### config.mk
export PLATFORM = sky130hd
export DESIGN_NAME = i2c_addr_decoder
export DESIGN_NICKNAME = d
export VERILOG_FILES = /design/src/rtl/i2c_pkg.sv /design/src/rtl/i2c_line_filter.sv /design/src/rtl/i2c_addr_decoder.sv
export SDC_FILE = /design/constraint.sdc
export NUM_CORES = 1
export LEC_CHECK = 0
export CAP_MARGIN = 10
export CORE_ASPECT_RATIO = 0.6
export CORE_MARGIN = 2
export CORE_UTILIZATION = 48
export CTS_CLUSTER_SIZE = 8
export DETAILED_ROUTE_END_ITERATION = 6
export GPL_TIMING_DRIVEN = 0
export PLACE_DENSITY = 0.78
export SKIP_CTS_REPAIR_TIMING = 1
export SLEW_MARGIN = 5
export SYNTH_ARGS = -nofsm -noshare
export SYNTH_HDL_FRONTEND = slang
export SYNTH_SLANG_ARGS = --single-unit
### constraint.sdc
create_clock -name clk -period 1.7 [get_ports clk]
set_input_delay 0.425 -clock clk [delete_from_list [all_inputs] [get_ports clk]]
set_output_delay 0.425 -clock clk [all_outputs]
set_load 0.05 [all_outputs]
### src/rtl/i2c_pkg.sv
// -----------------------------------------------------------------------------
// i2c_pkg
// Shared types and constants for the I2C slave address front end.
//   i2c_dec_state_t  : address-decoder FSM state (IDLE / ADDR / HOLD)
//   I2C_ADDR_W       : width of a 7-bit I2C device address
//   I2C_GENCALL_BYTE : first byte value that denotes a general call
// -----------------------------------------------------------------------------
package i2c_pkg;

  typedef enum logic [1:0] {
    IDLE = 2'd0,
    ADDR = 2'd1,
    HOLD = 2'd2
  } i2c_dec_state_t;

  localparam int         I2C_ADDR_W       = 7;
  localparam logic [7:0] I2C_GENCALL_BYTE = 8'h00;

endpackage

### src/rtl/i2c_line_filter.sv
// -----------------------------------------------------------------------------
// i2c_line_filter
// Synchroniser plus glitch filter for one open-drain I2C line.
// The filtered output follows the synchronised input only after FILTER_LEN
// consecutive cycles of disagreement with the current filtered value; any
// return to agreement restarts the count, so shorter pulses are never seen.
// Ports:
//   clk  : system clock
//   rst  : asynchronous, active-high reset
//   raw  : raw line from the pad
//   filt : synchronised, glitch-filtered line (resets to 1, idle bus)
// -----------------------------------------------------------------------------
module i2c_line_filter #(
  parameter int SYNC_STAGES = 2,
  parameter int FILTER_LEN  = 3
) (
  input  logic clk,
  input  logic rst,
  input  logic raw,
  output logic filt
);

  localparam int                CNT_W   = (FILTER_LEN > 1) ? $clog2(FILTER_LEN) : 1;
  localparam logic [CNT_W-1:0]  CNT_MAX = CNT_W'(FILTER_LEN - 1);

  logic [SYNC_STAGES-1:0] sync_q;
  logic [CNT_W-1:0]       cnt_q;
  logic                   synced;

  assign synced = sync_q[SYNC_STAGES-1];

  // NOTE: sequential state uses non-blocking assignments so every flop samples
  // the pre-edge value of its neighbours, which is what makes the chain a chain.
  always_ff @(posedge clk or posedge rst) begin
    if (rst) begin
      // NOTE: synchroniser and filtered line reset to 1 (released bus), so
      // leaving reset never looks like a falling SDA edge.
      sync_q <= '1;
      cnt_q  <= '0;
      filt   <= 1'b1;
    end else begin
      sync_q <= {sync_q[SYNC_STAGES-2:0], raw};
      if (synced == filt) begin
        cnt_q <= '0;
      end else if (cnt_q == CNT_MAX) begin
        filt  <= synced;
        cnt_q <= '0;
      end else begin
        cnt_q <= cnt_q + 1'b1;
      end
    end
  end

endmodule

### src/rtl/i2c_addr_decoder.sv
// -----------------------------------------------------------------------------
// i2c_addr_decoder
// I2C slave front end: filters SCL/SDA, detects START / repeated START / STOP,
// shifts in the first byte after each START and matches its 7-bit address
// against NUM_ADDR programmable slots (lowest matching slot wins).
// Optional feature macro: I2C_GENERAL_CALL_EN -- when defined, a first byte of
// 8'h00 with no slot match raises general_call and address_match.
// Ports:
//   clk, rst       : clock, asynchronous active-high reset
//   scl, sda_in    : raw I2C lines
//   device_addr    : packed slot addresses, slot i = [7i+6:7i]
//   starting_byte  : first byte captured after the latest START (held)
//   rw_mode        : starting_byte[0] (held)
//   address_match  : level, captured address matched
//   match_idx      : 0 = no match, i+1 = slot i matched
//   addr_valid     : one-cycle pulse when the 8th address bit is sampled
//   start_found    : one-cycle pulse on START / repeated START
//   stop_found     : one-cycle pulse on STOP
//   bus_busy       : level, START until STOP
//   general_call   : general-call flag (tied 0 without the macro)
// -----------------------------------------------------------------------------
module i2c_addr_decoder
  import i2c_pkg::*;
#(
  parameter int NUM_ADDR    = 3,
  parameter int SYNC_STAGES = 2,
  parameter int FILTER_LEN  = 3
) (
  input  logic                            clk,
  input  logic                            rst,
  input  logic                            scl,
  input  logic                            sda_in,
  input  logic [NUM_ADDR*I2C_ADDR_W-1:0]  device_addr,
  output logic [7:0]                      starting_byte,
  output logic                            rw_mode,
  output logic                            address_match,
  output logic [$clog2(NUM_ADDR+1)-1:0]   match_idx,
  output logic                            addr_valid,
  output logic                            start_found,
  output logic                            stop_found,
  output logic                            bus_busy,
  output logic                            general_call
);

  localparam int IDX_W = $clog2(NUM_ADDR + 1);

  logic scl_f, sda_f, scl_d, sda_d;
  logic start_cond, stop_cond, scl_rise;
  logic do_shift, do_load;
  logic gc_next, am_next;

  i2c_dec_state_t   state_q, state_next;
  logic [2:0]       bit_cnt_q;
  logic [6:0]       shift_q;
  logic [7:0]       cap_byte;
  logic [IDX_W-1:0] match_next;

  i2c_line_filter #(.SYNC_STAGES(SYNC_STAGES), .FILTER_LEN(FILTER_LEN)) u_scl_filter (
    .clk  (clk),
    .rst  (rst),
    .raw  (scl),
    .filt (scl_f)
  );

  i2c_line_filter #(.SYNC_STAGES(SYNC_STAGES), .FILTER_LEN(FILTER_LEN)) u_sda_filter (
    .clk  (clk),
    .rst  (rst),
    .raw  (sda_in),
    .filt (sda_f)
  );

  // Delayed copies of the filtered lines for edge detection.
  always_ff @(posedge clk or posedge rst) begin
    if (rst) begin
      scl_d <= 1'b1;
      sda_d <= 1'b1;
    end else begin
      scl_d <= scl_f;
      sda_d <= sda_f;
    end
  end

  // SCL high in both samples makes START/STOP mutually exclusive with a rise.
  assign start_cond = scl_f & scl_d &  sda_d & ~sda_f;
  assign stop_cond  = scl_f & scl_d & ~sda_d &  sda_f;
  assign scl_rise   = ~scl_d & scl_f;

  // Byte as it will be once the bit currently on sda_f is shifted in.
  assign cap_byte = {shift_q, sda_f};

  // Lowest index wins: scan downwards so the last hit is the smallest slot.
  always_comb begin
    // NOTE: default assignment first so no path leaves the variable unassigned
    // (which would infer a latch).
    match_next = '0;
    for (int i = NUM_ADDR - 1; i >= 0; i--) begin
      if (device_addr[i*I2C_ADDR_W +: I2C_ADDR_W] == cap_byte[7:1]) begin
        match_next = IDX_W'(i + 1);
      end
    end
  end

`ifdef I2C_GENERAL_CALL_EN
  // A real slot match takes precedence over the general call.
  assign gc_next = (match_next == '0) && (cap_byte == I2C_GENCALL_BYTE);
`else
  assign gc_next = 1'b0;
`endif

  assign am_next = (match_next != '0) | gc_next;

  // FSM: state register.
  always_ff @(posedge clk or posedge rst) begin
    if (rst) state_q <= IDLE;
    else     state_q <= state_next;
  end

  // FSM: next state. START and STOP are honoured in every state.
  always_comb begin
    state_next = state_q;
    if (start_cond) begin
      state_next = ADDR;
    end else if (stop_cond) begin
      state_next = IDLE;
    end else if (state_q == ADDR && scl_rise && bit_cnt_q == 3'd7) begin
      state_next = HOLD;
    end
  end

  // FSM: datapath controls.
  always_comb begin
    do_shift = (state_q == ADDR) && scl_rise && !start_cond && !stop_cond;
    do_load  = do_shift && (bit_cnt_q == 3'd7);
  end

  always_ff @(posedge clk or posedge rst) begin
    if (rst) begin
      bit_cnt_q     <= '0;
      shift_q       <= '0;
      starting_byte <= '0;
      rw_mode       <= 1'b0;
      address_match <= 1'b0;
      match_idx     <= '0;
      addr_valid    <= 1'b0;
    end else begin
      addr_valid <= do_load;
      if (start_cond) begin
        bit_cnt_q     <= '0;
        shift_q       <= '0;
        address_match <= 1'b0;
        match_idx     <= '0;
      end else if (stop_cond) begin
        // Captured byte and R/W bit stay visible after STOP.
        address_match <= 1'b0;
        match_idx     <= '0;
      end else if (do_shift) begin
        shift_q   <= cap_byte[6:0];
        bit_cnt_q <= bit_cnt_q + 3'd1;
        if (do_load) begin
          starting_byte <= cap_byte;
          rw_mode       <= cap_byte[0];
          address_match <= am_next;
          match_idx     <= match_next;
        end
      end
    end
  end

  always_ff @(posedge clk or posedge rst) begin
    if (rst) begin
      start_found <= 1'b0;
      stop_found  <= 1'b0;
      bus_busy    <= 1'b0;
    end else begin
      start_found <= start_cond;
      stop_found  <= stop_cond;
      if (start_cond)     bus_busy <= 1'b1;
      else if (stop_cond) bus_busy <= 1'b0;
    end
  end

`ifdef I2C_GENERAL_CALL_EN
  always_ff @(posedge clk or posedge rst) begin
    if (rst)                         general_call <= 1'b0;
    else if (start_cond | stop_cond) general_call <= 1'b0;
    else if (do_load)                general_call <= gc_next;
  end
`else
  assign general_call = 1'b0;
`endif

endmodule

* Word-level counts from Yosys, hierarchy flattened *
Cells that the tools add are included.

storage, ports and cells
  flip-flop bits (word level) = 40
  latch bits = 0
  RAM bits = 0
  ROM bits = 0
  word-level logic and storage cells = 89
  memories kept = 0

operators by class
  add/subtract/negate cells = 3
  $mul = 0
  divide/modulo/power cells = 0
  $lt $le $gt $ge = 0
  eq/ne operators = 10
  shift operators = 0
  mux-type cells = 26
  bitwise logic cells = 13
  reduce and logical (&&, ||, !) cells = 18

operator list
  cell                 number
  $mux 2               14
  $eq 7x7->1           3
  $mux 7               3
  $mux 3               3
  $reduce_bool 3->1    3
  $reduce_and 2->1     4
  $not 1->1            7
  $and 1x1->1          6
  $mux 1               6
  $reduce_bool 2->1    3
  $logic_and 1x1->1    5
  $add 2x1->2 const B  2
  $eq 2x2->1 const B   2
  $reduce_and 4->1     1
  $add 3x1->3 const B  1
  $eq 3x3->1 const B   1
  $eq 1x1->1           2
  $eq 2x1->1 const B   1
  $logic_not 1->1      2
  $ne 2x2->1 const B   1

* Depth between registers and ports, before layout *
  depth after elaboration = 11
  mapped depth = 7
  mapped depth without buffers = 6

* By module *
From an unflattened synthesis, not the netlist that was laid out.

second synthesis, totals
  cells, all modules = 132
  area, all modules = 1747.9 um^2

modules (own cells, without submodules)
  module            times used  cells each  area an instance (um^2)
  i2c_addr_decoder  1           110         1382.6
  i2c_line_filter   2           11          182.7

* Least setup slack after synthesis *
No wires, ideal clock.

  path type = reg2reg
  start point = register u_scl_filter.filt
  end point = register match_idx[1]
  setup time = 0.122 ns
  arrival time = 1.274 ns
  required time = 1.578 ns
  setup slack = 0.305 ns
  stages on the path, launching flop included = 5
  cell sequence = dfstp_2 -> and4bb_2 -> nand2_1 -> buf_2 -> a32o_1

on the way
  longest elaborated chain between the ends = 9
  elaborated cells on any way between the ends = 17

ends and longest elaborated chain
  what                             RTL line                                        text
  start: declaration               i2c_line_filter.sv:20                           output logic filt
  start signal: assignment         i2c_line_filter.sv:46                           filt <= synced;
  $and 1x1->1                      i2c_addr_decoder.sv:84, i2c_addr_decoder.sv:85
  $and 1x1->1 (2 in series)        i2c_addr_decoder.sv:84                          assign start_cond = scl_f & scl_d & sda_d & ~sda_f;
  $logic_not 1->1                  i2c_addr_decoder.sv:132                         do_shift = (state_q == ADDR) && scl_rise && !start_cond && !stop_cond;
  $logic_and 1x1->1 (2 in series)  i2c_addr_decoder.sv:132
  $logic_and 1x1->1                i2c_addr_decoder.sv:133                         do_load = do_shift && (bit_cnt_q == 3'd7);
  $reduce_bool 3->1 (no line)      n/a
  $reduce_and 2->1 (no line)       n/a
  end signal: assignment           i2c_addr_decoder.sv:163                         match_idx <= match_next;
  end: declaration                 i2c_addr_decoder.sv:37                          output logic [$clog2(NUM_ADDR+1)-1:0] match_idx,

Parallel ways exist; a longest one is shown, timed or not.
A chain may end at the register's enable or synchronous reset.

* Final worst setup path *
  start point = input device_addr[13]
  end point = register match_idx[1]

on the way
  longest elaborated chain between the ends = 7

ends and longest elaborated chain
  what                  RTL line                 text
  start: declaration    i2c_addr_decoder.sv:33   input logic [NUM_ADDR*I2C_ADDR_W-1:0] device_addr,
  $eq 7x7->1            i2c_addr_decoder.sv:97   if (device_addr[i*I2C_ADDR_W +: I2C_ADDR_W] == cap_byte[7:1]) begin
  $mux 2 (2 in series)  i2c_addr_decoder.sv:97
  $mux 2                i2c_addr_decoder.sv:159  if (do_load) begin
  $mux 2                i2c_addr_decoder.sv:156  end else if (do_shift) begin
  $mux 2                i2c_addr_decoder.sv:152  end else if (stop_cond) begin
  $mux 2                i2c_addr_decoder.sv:147  if (start_cond) begin

Every way passes these cells. The select of a mux whose other input is x is not followed.

==> summary.md <==
| Metric | Value |
|---|---|
| Top Family by Delay on Critical Path | simple AND/OR/NAND/NOR gates |
| Minimum clock period | 1620 ps |
| Standard-cell rows | 16 |
| GP Congestion | 0.831 |
| Total GRT Usage | 0.206 |
| Ys async rst share | 1.00 |
| DRT Pass-1 Iters | 4 |
| Die Y | 50.4 um |
| Share of layout cells above drive strength 1 | 0.199 |
| Final period utilization | 0.952 |
| Post-synth cell types | 33 |
| Synth area leaders | dfrtp_1 (45%), dfstp_2 (12%), nand2_1 (6.5%) |
| DR DRC count | 0 |
| Peak supply drop | 1.08 mV |
| Max Cap Viol | 0 |
| Total power | 3.27 mW |
| Worst Path Buf+Inv | 1 |
| Die Span X | 81.4 um |
| Total vias in the final route | 1251 |
| Clock latency at the later pin of the worst-skew pair | 290 ps |
| CTS tree | built |
| Fmax | 618 MHz |
| Most common cell after layout, fill and taps aside | dfrtp_1 |
| Worst hold path class | reg2reg |
| Mean area per synthesized cell | 11.6 um2 |
| IO buf count | 40 |
| Worst relative slew slack | 0.478 |
| Critical Path Source Type | primary input |
| Vias in the first global route | 1258 |
| 1st-iter DRT viols | 44 |
| Critical Path RT | 1930 ps |
| Worst Path Max Fanout | 3 |
| Critical Path Sink Type | register |
| Final Util | 0.705 |
| Primary FF master, synth | dfrtp_1 |
| RSZ-0062 raised after global routing | false |
| Clock slew at reported path FFs | 80 ps |
| Synth warn | 0 |
| Vias per cell | 5.19 |
| Status | finished clean |
| Drt total wl | 3820 um |
| Post-synth EDFFs | 0 |
| Setup-failing EPs final | 0 |
| Most frequent cells in the layout | dfrtp_1 (31), nand2_1 (30), clkdlybuf4s50_1 (24) |
| Post-synthesis cell area | 1720 um2 |
| Number of synthesized register bits | 39 |
| CTS buffer count | 5 |
| Layout Nets | 222 |
| DIE AREA | 4100 um2 |
| Slew Viols, Final | 0 |
| Synth top area share | 0.450 |
| Antenna-violating nets left | 0 |
| Worst Setup Path Type | in2reg |
| WP data arrival | 1850 ps |
| I/O pin count | 42 |
| Post-Syn Nets | 175 |
| CTS sink count | 39 |
| First-pass GRT wire length | 6140 um |
| Worst path max stage delay | 410 ps |
| Final Hold Viols | 0 |
| WL per Instance | 15.8 um |
| CP max-delay cell | clkdlybuf4s50_1 |
| Syn Inst Count | 148 |
| Worst Skew | 9.94 ps |
| PD cells | 1390 nW/um2 |
| Sequential element share of the synthesized area | 0.572 |
| Clock Path Buffers | 2 |
| Antenna violations before repair | 0 |
| CORE AREA | 3340 um2 |
| Grt ovf | 0 |
| Clock root buffer | clkbuf_8 |
| Layout area overhead | 36.7% |
| Post-synth top area cell | dfrtp_1 |
| Initial Util | 0.516 |
| DP HPWL | 2880 um |
| P_leak | 1.38 nW |
| Max H-tree Level | 2 |
| Crit path cell chain | clkdlybuf4s50_1 > xor2_1 > nor4_1 > nand4_1 > nand2b_1 > a32o_1 |
| Largest net degree at the start of global routing | 40 |
| Worst slew pin tran | 782 ps |
| N_diodes | 0 |
## cell families after synthesis
group | share of synthesized area
xor+xnor | 0.117
simple gates | 0.145
flops | 0.572
mux | 0.0196
buf+inv | 0.0515
fa+ha+maj | 0.0145
other cells | 0.00217
compound gates | 0.0784
## cell usage after synthesis, types with 2 or more instances
library cell and instances:
nor2b_1 2, nand2_1 30, inv_1 4, mux2_2 3, buf_4 3, a21oi_1 3, ha_1 2, buf_2 8
dfrtp_1 31, nor3b_1 2, nor4_2 2, nand4_1 2, nor3_1 2, dfstp_2 8, xor2_1 11, a22o_1 7
xnor2_1 12
## area by class of cell
cell class | count | area (um2)
clock inverter | 3 | 67.6
tap | 45 | 56.3
inverter | 4 | 15.0
sequential | 39 | 986
timing repair buffer | 40 | 440
multi-input combinational | 93 | 649
clock buffer | 5 | 68.8
buffer | 12 | 73.8
fill | 242 | 986
## stage by stage
step	TNS (ps)	hold WS [ps]	area (um2)	worst slack (ps)	std cells
final	0	345	2360	81.5	241
after global routing	0	359	2360	17.8	241
after CTS	-3050	350	2320	-318	241
after detailed placement	-504	347	2180	-206	233
after global placement	-10030	346	2180	-302	233
after floorplan	0	345	1720	305	148
## power breakdown
group / switching, mW / leakage, nW / internal [mW]
clock network: 0.329 / 0.0644 / 0.585
registers: 0.157 / 0.503 / 1.18
logic: 0.558 / 0.811 / 0.459
total: 1.04 / 1.38 / 2.23
## per-layer routing
metal  vias to the layer above  part of all wire  GRT usage
li1                        580                 -          -
met1                       634              0.45      0.272
met2                        34              0.48      0.339
met3                         3             0.062     0.0540
met4                         0            0.0073     0.0508
met5                         -                 0          0
## worst reg2reg max path, cell delays in order (launching register included)
cell and delay [ps]:
dfrtp_1 370, buf_4 160, xor2_1 160, nor4_1 380
nand4_1 220, nand2b_1 130, a32o_1 130
## state kept, by name, summed over array words and instances, names as in the netlist
register             flops
addr_valid               1
address_match            1
bit_cnt_q                3
bus_busy                 1
match_idx                2
scl_d                    1
sda_d                    1
shift_q                  7
start_found              1
starting_byte            8
state_q                  2
stop_found               1
u_scl_filter.cnt_q       2
u_scl_filter.filt        1
u_scl_filter.sync_q      2
u_sda_filter.cnt_q       2
u_sda_filter.filt        1
u_sda_filter.sync_q      2
## path summary, 6_finish.rpt
| path | startpoint | to | slack (ps) | cells past startpoint |
|---|---|---|---|---|
| max | device_addr[13] | match_idx[1]$_DFFE_PP0P_ | 80 | 6 |
| min | u_scl_filter.sync_q[0]$_DFF_PP1_ | u_scl_filter.sync_q[1]$_DFF_PP1_ | 350 | 0 |
| max reg2reg | shift_q[3]$_DFFE_PP0P_ | match_idx[1]$_DFFE_PP0P_ | 110 | 6 |
| min reg2reg | u_scl_filter.sync_q[0]$_DFF_PP1_ | u_scl_filter.sync_q[1]$_DFF_PP1_ | 350 | 0 |
| max in group asynchronous | rst | shift_q[1]$_DFFE_PP0P_ | 610 | 2 |
| min in group asynchronous | rst | starting_byte[1]$_DFFE_PP0P_ | 600 | 2 |
Note: power is estimated with default switching activity, not from simulation.
